--- config.mk ---
export PLATFORM = sky130hd
export DESIGN_NAME = mem_stage
export DESIGN_NICKNAME = d
export VERILOG_FILES = /design/src/rtl/mem_stage_pkg.sv /design/src/rtl/lsu_align.sv /design/src/rtl/mem_stage.sv
export SDC_FILE = /design/constraint.sdc
export NUM_CORES = 1
export LEC_CHECK = 0
export ABC_AREA = 1
export CAP_MARGIN = 30
export CORE_MARGIN = 5
export CORE_UTILIZATION = 45
export DETAILED_ROUTE_END_ITERATION = 16
export PLACE_DENSITY = 0.86
export RECOVER_POWER = 100
export SETUP_SLACK_MARGIN = 0.15
export SKIP_LAST_GASP = 1
export SYNTH_ARGS = -nofsm -noshare
export SYNTH_HDL_FRONTEND = slang
export SYNTH_SLANG_ARGS = --single-unit
--- constraint.sdc ---
create_clock -name clk -period 2.1 [get_ports clk]
set_clock_uncertainty 0.1 [all_clocks]
set_input_delay 0.21 -clock clk [delete_from_list [all_inputs] [get_ports clk]]
set_output_delay 0.21 -clock clk [all_outputs]
set_load 0.005 [all_outputs]
--- src/rtl/mem_stage_pkg.sv ---
// Shared types for the memory stage: LSU opcodes, writeback select, FSM states
// and the EX/MEM and MEM/WB payload structs.
package mem_stage_pkg;

  localparam int unsigned XLEN   = 32;
  localparam int unsigned REG_AW = 5;
  localparam int unsigned STRB_W = XLEN / 8;

  typedef enum logic [2:0] {
    LSU_LB  = 3'b000,
    LSU_LH  = 3'b001,
    LSU_LW  = 3'b010,
    LSU_SB  = 3'b011,
    LSU_LBU = 3'b100,
    LSU_LHU = 3'b101,
    LSU_SH  = 3'b110,
    LSU_SW  = 3'b111
  } lsuop_t;

  typedef enum logic [1:0] {
    WB_ALU = 2'b00,
    WB_MEM = 2'b01,
    WB_PC4 = 2'b10
  } wb_sel_t;

  typedef enum logic [1:0] {
    S_IDLE = 2'b00,
    S_REQ  = 2'b01,
    S_RSP  = 2'b10
  } state_t;

  typedef struct packed {
    logic [XLEN-1:0]   opr_res;
    logic [XLEN-1:0]   opr_b;
    logic [REG_AW-1:0] rd;
    logic [XLEN-1:0]   pc4;
    logic              rf_en;
    logic              dm_en;
    wb_sel_t           wb_sel;
    lsuop_t            lsuop;
  } mem_stage_in_t;

  typedef struct packed {
    logic              valid;
    logic              rf_en;
    logic [REG_AW-1:0] rd;
    logic [XLEN-1:0]   data;
  } mem_stage_out_t;

  function automatic logic lsu_is_store(input lsuop_t op);
    return (op == LSU_SB) || (op == LSU_SH) || (op == LSU_SW);
  endfunction

endpackage

--- src/rtl/lsu_align.sv ---
// Combinational load/store lane logic: alignment check, store strobes/data
// replication and load byte/halfword extraction with sign/zero extension.
module lsu_align
  import mem_stage_pkg::*;
(
  input  lsuop_t             lsuop_i,
  input  logic [1:0]         addr_lo_i,
  input  logic [XLEN-1:0]    st_data_i,
  input  logic [XLEN-1:0]    ld_word_i,
  output logic               aligned_o,
  output logic [STRB_W-1:0]  wstrb_o,
  output logic [XLEN-1:0]    wdata_o,
  output logic [XLEN-1:0]    ld_data_o
);

  logic [7:0]  ld_byte;
  logic [15:0] ld_half;

  // Lane selection from the loaded word
  always_comb begin
    ld_byte = ld_word_i[7:0];
    case (addr_lo_i)
      2'd0:    ld_byte = ld_word_i[7:0];
      2'd1:    ld_byte = ld_word_i[15:8];
      2'd2:    ld_byte = ld_word_i[23:16];
      default: ld_byte = ld_word_i[31:24];
    endcase
    ld_half = addr_lo_i[1] ? ld_word_i[31:16] : ld_word_i[15:0];
  end

  always_comb begin
    aligned_o = 1'b1;
    wstrb_o   = '0;
    wdata_o   = '0;
    ld_data_o = '0;
    case (lsuop_i)
      LSU_LB:  ld_data_o = {{24{ld_byte[7]}}, ld_byte};
      LSU_LBU: ld_data_o = {24'h0, ld_byte};
      LSU_LH: begin
        aligned_o = ~addr_lo_i[0];
        ld_data_o = {{16{ld_half[15]}}, ld_half};
      end
      LSU_LHU: begin
        aligned_o = ~addr_lo_i[0];
        ld_data_o = {16'h0, ld_half};
      end
      LSU_LW: begin
        aligned_o = (addr_lo_i == 2'b00);
        ld_data_o = ld_word_i;
      end
      LSU_SB: begin
        wstrb_o = STRB_W'(4'b0001 << addr_lo_i);
        wdata_o = {4{st_data_i[7:0]}};
      end
      LSU_SH: begin
        aligned_o = ~addr_lo_i[0];
        wstrb_o   = addr_lo_i[1] ? 4'b1100 : 4'b0011;
        wdata_o   = {2{st_data_i[15:0]}};
      end
      LSU_SW: begin
        aligned_o = (addr_lo_i == 2'b00);
        wstrb_o   = 4'b1111;
        wdata_o   = st_data_i;
      end
      default: aligned_o = 1'b1;
    endcase
  end

endmodule

--- src/rtl/mem_stage.sv ---
// Memory stage: EX/MEM register, valid/ready data-memory transaction FSM with
// pipeline stall, MEM/WB result register and forwarding back to execute.
module mem_stage
  import mem_stage_pkg::*;
#(
  parameter int unsigned DATA_WIDTH = 32,
  parameter int unsigned ADDR_WIDTH = 32
) (
  input  logic                  clk,
  input  logic                  rst_n,
  input  logic [DATA_WIDTH-1:0] ex_opr_res,
  input  logic [DATA_WIDTH-1:0] ex_opr_b,
  input  logic [4:0]            ex_rd,
  input  logic [DATA_WIDTH-1:0] ex_pc4,
  input  logic                  ex_rf_en,
  input  logic                  ex_dm_en,
  input  logic [1:0]            ex_wb_sel,
  input  logic [2:0]            ex_lsuop,
  input  logic                  flush,
  output logic                  stall,
  output logic                  dmem_req_valid,
  input  logic                  dmem_req_ready,
  output logic                  dmem_req_we,
  output logic [ADDR_WIDTH-1:0] dmem_req_addr,
  output logic [DATA_WIDTH-1:0] dmem_req_wdata,
  output logic [3:0]            dmem_req_wstrb,
  input  logic                  dmem_rsp_valid,
  input  logic [DATA_WIDTH-1:0] dmem_rsp_rdata,
  output logic                  fwd_rf_en,
  output logic [4:0]            fwd_rd,
  output logic [DATA_WIDTH-1:0] fwd_opr_res,
  output logic                  wb_valid,
  output logic                  wb_rf_en,
  output logic [4:0]            wb_rd,
  output logic [DATA_WIDTH-1:0] wb_data,
  output logic                  misaligned
);

  mem_stage_in_t  m_q, m_d;
  logic           m_valid_q, m_valid_d;
  state_t         state_q, state_d;
  mem_stage_out_t wb_q, wb_d;
  logic           misaligned_q, misaligned_d;

  logic              aligned;
  logic [STRB_W-1:0] lsu_wstrb;
  logic [XLEN-1:0]   lsu_wdata;
  logic [XLEN-1:0]   lsu_ld_data;

  logic is_mem, is_store, mis_c, req_active, hs, done;

  lsu_align u_lsu_align (
    .lsuop_i   (m_q.lsuop),
    .addr_lo_i (m_q.opr_res[1:0]),
    .st_data_i (m_q.opr_b),
    .ld_word_i (dmem_rsp_rdata),
    .aligned_o (aligned),
    .wstrb_o   (lsu_wstrb),
    .wdata_o   (lsu_wdata),
    .ld_data_o (lsu_ld_data)
  );

  // Transaction control; IDLE with a pending access already presents the request
  always_comb begin
    is_mem     = m_valid_q & m_q.dm_en;
    is_store   = lsu_is_store(m_q.lsuop);
    mis_c      = is_mem & ~aligned;
    req_active = is_mem & aligned & (state_q != S_RSP);
    hs         = req_active & dmem_req_ready;
    done       = (hs & is_store) | ((state_q == S_RSP) & dmem_rsp_valid);
    stall      = is_mem & aligned & ~done;

    state_d = state_q;
    case (state_q)
      S_IDLE, S_REQ: begin
        if (!req_active)  state_d = S_IDLE;
        else if (!hs)     state_d = S_REQ;
        else if (is_store) state_d = S_IDLE;
        else              state_d = S_RSP;
      end
      S_RSP:   if (dmem_rsp_valid) state_d = S_IDLE;
      default: state_d = S_IDLE;
    endcase
  end

  // EX/MEM capture (held while stalled) and MEM/WB result selection
  always_comb begin
    m_d       = m_q;
    m_valid_d = m_valid_q;
    if (!stall) begin
      m_d.opr_res = ex_opr_res;
      m_d.opr_b   = ex_opr_b;
      m_d.rd      = ex_rd;
      m_d.pc4     = ex_pc4;
      m_d.rf_en   = ex_rf_en;
      m_d.dm_en   = ex_dm_en;
      m_d.wb_sel  = wb_sel_t'(ex_wb_sel);
      m_d.lsuop   = lsuop_t'(ex_lsuop);
      m_valid_d   = ~flush;
    end

    wb_d.valid = m_valid_q & ~stall;
    wb_d.rf_en = wb_d.valid & m_q.rf_en & ~mis_c;
    wb_d.rd    = m_q.rd;
    case (m_q.wb_sel)
      WB_ALU:  wb_d.data = m_q.opr_res;
      WB_MEM:  wb_d.data = lsu_ld_data;
      WB_PC4:  wb_d.data = m_q.pc4;
      default: wb_d.data = '0;
    endcase
    misaligned_d = mis_c;
  end

  always_ff @(posedge clk or negedge rst_n) begin
    if (!rst_n) begin
      m_q          <= '0;
      m_valid_q    <= 1'b0;
      state_q      <= S_IDLE;
      wb_q         <= '0;
      misaligned_q <= 1'b0;
    end else begin
      m_q          <= m_d;
      m_valid_q    <= m_valid_d;
      state_q      <= state_d;
      wb_q         <= wb_d;
      misaligned_q <= misaligned_d;
    end
  end

  assign dmem_req_valid = req_active;
  assign dmem_req_we    = req_active & is_store;
  assign dmem_req_addr  = req_active ? ADDR_WIDTH'({m_q.opr_res[XLEN-1:2], 2'b00}) : '0;
  assign dmem_req_wdata = (req_active & is_store) ? lsu_wdata : '0;
  assign dmem_req_wstrb = (req_active & is_store) ? lsu_wstrb : '0;

  // Load data is not available in MEM, so only ALU results are forwarded
  assign fwd_rf_en   = m_valid_q & m_q.rf_en & (m_q.wb_sel == WB_ALU);
  assign fwd_rd      = m_q.rd;
  assign fwd_opr_res = m_q.opr_res;

  assign wb_valid   = wb_q.valid;
  assign wb_rf_en   = wb_q.rf_en;
  assign wb_rd      = wb_q.rd;
  assign wb_data    = wb_q.data;
  assign misaligned = misaligned_q;

endmodule
# After elaboration in Yosys (flattened, before gate mapping)
# Index checks and enable logic that the tools add are counted.
dict set report totals {
  register_bits 151
  latchBits 0
  inputBits 145
  word_cells 77
  ramBits 0
  romBits 0
  output_inout_bits 149
  n_memories 0
}
dict set report classes {
  div 0
  bitwise 21
  mux 16
  add_sub_neg 0
  reduce_logical 9
  n_lt_le_gt_ge 0
  shifts 1
  n_eq_ne 15
  multipliers 0
}
# cell count
set op_table {}
lappend op_table {{$pmux 32 s3} 2}
lappend op_table {{$pmux 32 s5} 1}
lappend op_table {{$mux 32} 2}
lappend op_table {{$pmux 8 s3} 1}
lappend op_table {{$mux 16} 1}
lappend op_table {{$and 1x1->1} 14}
lappend op_table {{$eq 3x3->1 const B} 4}
lappend op_table {{$pmux 4 s3} 1}
lappend op_table {{$mux 2} 4}
lappend op_table {{$mux 4} 2}
lappend op_table {{$eq 2x1->1 const B} 3}
lappend op_table {{$eq 2x2->1 const B} 3}
lappend op_table {{$eq 3x2->1 const B} 2}
lappend op_table {{$logic_not 2->1} 3}
lappend op_table {{$not 1->1} 6}
lappend op_table {{$ne 2x2->1 const B} 2}
lappend op_table {{$pmux 2 s2} 1}
lappend op_table {{$reduce_or 2->1} 2}
lappend op_table {{$shl 1x2->4 const A} 1}
lappend op_table {{$eq 3x1->1 const B} 1}
lappend op_table {{$logic_not 3->1} 1}
lappend op_table {{$reduce_or 3->1} 1}
lappend op_table {{$logic_or 1x1->1} 2}
lappend op_table {{$pmux 1 s2} 1}
lappend op_table {{$or 1x1->1} 1}

# Logic depth before layout (Yosys ltp)
dict set report depth {
  depth_word 14
  mapped_depth 13
  mapped_depth_nobuf 10
}

# By module
# A second synthesis with hierarchy kept.
dict set report hier_totals {
  cells_unflattened 1209
  area_unflattened_um2 8622.0
}
# mod area_each_um2 n_inst cells_per_inst seq_area_each_um2
set modules_own_cells {}
lappend modules_own_cells {mem_stage 6956.7 1 833 3778.6}
lappend modules_own_cells {lsu_align 1665.3 1 376 0.0}

# Worst setup path before layout
# OpenSTA, ideal clock, no wires.
dict set report synth_timing {
  path_type {flip-flop to output port}
  startpoint {register m_q[0] (netlist bit)}
  endpoint {output dmem_req_wdata[15]}
  path_slack_ns 0.243
  arrival_time_ns 1.547
  required_time_ns 1.790
  path_buffers 2
  stages_incl_launch_ff 10
  cell_sequence {dfrtp_1 buf_4 nor2_1 nor2_1 nand2_2 nand2_2 nor2_4 nand2_2 buf_2 a21oi_1}
}
dict set report synth_between {
  elab_chain_len 7
  word_cells_on_any_way 16
  classes_between {6 x eq/ne; 3 x mux; 3 x bitwise; 4 x reduce/logical}
}
# element line
set synth_lines {}
lappend synth_lines {{start: declaration} mem_stage.sv:39} ;# mem_stage_in_t m_q, m_d;
lappend synth_lines {{start signal: assignment} mem_stage.sv:122} ;# m_q <= m_d;
lappend synth_lines {{$eq 3x3->1 (tied with other cells)} lsu_align.sv:36} ;# case (lsuop_i)
lappend synth_lines {{$reduce_or 3->1 (no source line) or $reduce_or 2->1 (tied branches)} -}
lappend synth_lines {{$pmux 1 s2 (*)} lsu_align.sv:36}
lappend synth_lines {{$and 1x1->1 (*) (2 in series)} mem_stage.sv:68} ;# req_active = is_mem & aligned & (state_q != S_RSP);
lappend synth_lines {{named net dmem_req_valid} mem_stage.sv:21} ;# output logic dmem_req_valid,
lappend synth_lines {{$and 1x1->1 (*)} mem_stage.sv:133} ;# assign dmem_req_wdata = (req_active & is_store) ? lsu_wdata : '0;
lappend synth_lines {{$mux 32 (*)} mem_stage.sv:133}
lappend synth_lines {{end: declaration} mem_stage.sv:25} ;# output logic [DATA_WIDTH-1:0] dmem_req_wdata,
# Mark *: on every way through the listed nets, which the timed path passes. The rest lies on a longest branch.

# Worst setup path in the final report
dict set report layout_timing {
  startpoint {register m_q[1] (netlist bit)}
  endpoint {output dmem_req_wdata[9]}
}
dict set report layout_between {
  elab_chain_len 7
  word_cells_on_any_way 16
  classes_between {6 x eq/ne; 3 x mux; 3 x bitwise; 4 x reduce/logical}
}
# element line
set layout_lines {}
lappend layout_lines {{$eq 3x3->1 (tied with other cells)} {mem_stage_pkg.sv:51, lsu_align.sv:36}}
lappend layout_lines {{$reduce_or 3->1 (no source line) or $reduce_or 2->1 (tied branches)} -}
lappend layout_lines {{$pmux 1 s2} lsu_align.sv:36}
lappend layout_lines {{$and 1x1->1 (2 in series)} mem_stage.sv:68}
lappend layout_lines {{$and 1x1->1} mem_stage.sv:133}
lappend layout_lines {{$mux 32 (*)} mem_stage.sv:133}
# Mark *: on every way between the ends. The rest lies on a longest branch, timed or not.

==> results.cfg <==
[floorplan]
num_rows = 48
die_h_um = 143.0
io_pins = 294
design.core.area_sq_um = 17300
chipWidth_um = 143.0
die_area_sq_um = 20440
start_util = 0.4599

[timing]
hold_viol_final = 0
tightestPinTransition_ps = 1233
min_period_ps = 2570
relSlewSlack = 0.1781
rsz0062_at_grt = true
whs_ps = 180.6
fmax_ghz = 0.3891
fin_crit_sh = 1.224
worst_slack_ps = -469.7
slew_violations = 0
setup_viol = 176
fin_setup_tns_ps = -45050

[power_and_ir_drop]
p_leak_nw = 6.007
cellPowerDensity_nw_per_um2 = 1341
vdd_drop_max_mv = 0.7195

[place]
dp_hpwl_mm = 20.76
placed_cell_area_sq_um = 11110
io_buffers = 291
place_congestion = 1.004

[finish]
drive_above_1_share = 0.2436
fin_nets = 1471
layout_commonest_cell = nand2_1
finish.instance_area_sq_um = 12550
fin_util = 0.7257
layout_common_cells = nand2_1, clkdlybuf4s50_1, dfrtp_1, nand3_1, inv_1
synthToLayoutAreaGrowth_pct = 57.78

[clock_tree]
htreeDepth = 4
numCtsBuffers = 17
path_clk_slew_ps = 70
cts-root-buf = clkbuf_16
clock-sinks = 151
clockBufferDepth = 2
cts_tree = yes
clock_latency_ps = 430

[worst_setup_path]
r2r-start = m_q[1]
crit_path_cell_trace = nor2_1 -> nor2_4 -> nand2_4 -> nand2_4 -> nor2_4 -> nand2_4 -> buf_12 -> buf_16 -> a21oi_4 -> buf_2
slowest_stage = dfrtp_2
r2r_cells = 13
crit_path_max_fanout = 7
cp_top_family = simple AND/OR/NAND/NOR gates
arrival_ps = 2260
worstPathRequired_ps = 1790
cpPeakStageDelay_ps = 470
crit_path_start_kind = flop
ff2ff_setup_slack_ps = -240
cp.depth = 10
critPathCaptureType = primary output
endpoint = dmem_req_wdata[9]
regToRegEndpoint = m_q[9]
cpMostUsedCell = nand2_4
crit_start = m_q[1]
cp_num_buf_inv = 3
criticalPathCategory = flop to primary output

[hold_path]
hp-class = input port to flop

[detailed_routing]
wire_per_inst_um = 20.65
ant_nets = 0
route.met3.wl_mm = 3.043
dr.pass1.iters = 5
wl_met2_mm = 15.98
viasPerCell = 5.503
drt_first_iter_violations = 645
drc = 0
wirelength_met1_mm = 11.82
vias = 8607
top_layer = met4
wl_mm = 32.29

[global_route]
grt_start_max_net_pins = 63
grt_pass1_vias = 8679
track_usage = 0.3122
grt_pass1_wl_mm = 48.82
antenna_found_initial = 1
grt_overflow = 0

[synthesis]
syn_inst = 1019
synth.avg_cell_area_sq_um = 7.807
ys_seq_area_frac = 0.4750
ys_types = 34
synth_warnings = 0
ys_ff_latch = 151
netlist_area_sq_um = 7955

[run_status]
violations = setup timing
status = finished with violations

[flow_run]
drv_cap = 0
## cell usage after synthesis
cell	n	area share
a21oi_4	1	0.0020
nand2_2	4	0.0031
nand3_4	1	0.0022
o21ai_1	2	0.0013
inv_2	1	0.00047
nor3_1	1	0.00063
o311ai_1	1	0.0011
a22o_1	1	0.0011
o22ai_1	4	0.0031
a21oi_1	25	0.016
nand3_1	113	0.071
conb_1	1	0.00047
nor2_4	2	0.0028
or2_2	1	0.00079
a22oi_1	7	0.0066
a221oi_1	10	0.011
buf_2	31	0.020
nand4_1	2	0.0016
o21ai_0	23	0.014
o311ai_0	1	0.0011
nor2_1	77	0.036
o21bai_1	1	0.00094
buf_1	1	0.00047
nand2_1	342	0.16
inv_1	84	0.040
clkbuf_1	21	0.0099
buf_4	42	0.040
buf_6	7	0.0099
dfrtp_1	151	0.47
o221ai_1	3	0.0033
nand3_2	29	0.036
a31oi_1	1	0.00079
clkinv_1	1	0.00047
o211ai_1	27	0.025
## through the flow
stage | cells | power, W | worst slack [ps]
detailed placement | 1493 | 0.01200 | -236.2
floorplan | 1020 | 0.008594 | 242.7
CTS | 1555 | 0.01615 | -375.4
global placement | 1493 | 0.01182 | -100.6
global route | 1564 | 0.01775 | -553.8
finish | 1564 | 0.01683 | -469.7
## layer usage
metal / GRT usage / up-vias
li1: - / 3848
met1: 0.3771 / 4144
met2: 0.5252 / 520
met3: 0.07267 / 95
met4: 0.1541 / 0
met5: 0 / -
## registers in the layout (all words and copies together) (netlist names)
register / cells
fwd_opr_res: 32
fwd_rd: 5
m_q: 71
m_valid_q: 1
misaligned: 1
state_q: 2
wb_data: 32
wb_rd: 5
wb_rf_en: 1
wb_valid: 1
## logic make-up (layout without fill, tap and decap cells)
family          Yosys count  count (layout)  share of synthesized area
compound gates          107             107                    0.08808
buf+inv                 188             506                     0.1200
flops                   151             151                     0.4750
other cells               1               3                  0.0004714
simple gates            572             572                     0.3165
## worst min-delay path by stage
stage | startpoint | endpoint | cells past startpoint
floorplan | rst_n | fwd_opr_res[0] | 0
global placement | rst_n | m_q[24] | 1
detailed placement | rst_n | m_q[24] | 1
CTS | flush | m_valid_q | 2
global route | flush | m_valid_q | 2
finish | flush | m_valid_q | 2
## final cells by class
type | count | area, sq um
fill | 1238 | 4745
timing repair buffer | 389 | 3760
tap | 225 | 281.5
sequential | 151 | 3782
multi-input combinational | 681 | 3790
inverter | 86 | 325.3
clock inverter | 13 | 171.4
clock buffer | 18 | 439.2
antenna | 1 | 2.502
## report_power, final
part | switching, W | total (W) | leakage, nW | internal (W)
combinational | 0.00477 | 0.00873 | 3.89 | 0.00395
clock | 0.00129 | 0.00320 | 0.299 | 0.00191
sequential | 0.000846 | 0.00490 | 1.82 | 0.00406
total | 0.00691 | 0.0168 | 6.01 | 0.00993
## worst register-to-register path, cell delays in order, from the launching register on
cell     delay (ps)
dfrtp_2         470
nor2_1          260
nor2_4          100
nand2_4         100
nand2_4          70
nor2_4          170
buf_4           150
buf_4            90
buf_4           120
nand3_4         100
buf_12          150
buf_12          160
nand3_1         110
nand2_1          70
## what timing repair did
item,CTS,global route
setup buffers,21,7
resized for setup,350,96
gates cloned,9,1
hold buffers,1,0
setup endpoints to repair,180,205
pin swaps,10,10
endpoints found under the hold margin,42,0
Note: power is estimated with default switching activity, not from simulation.
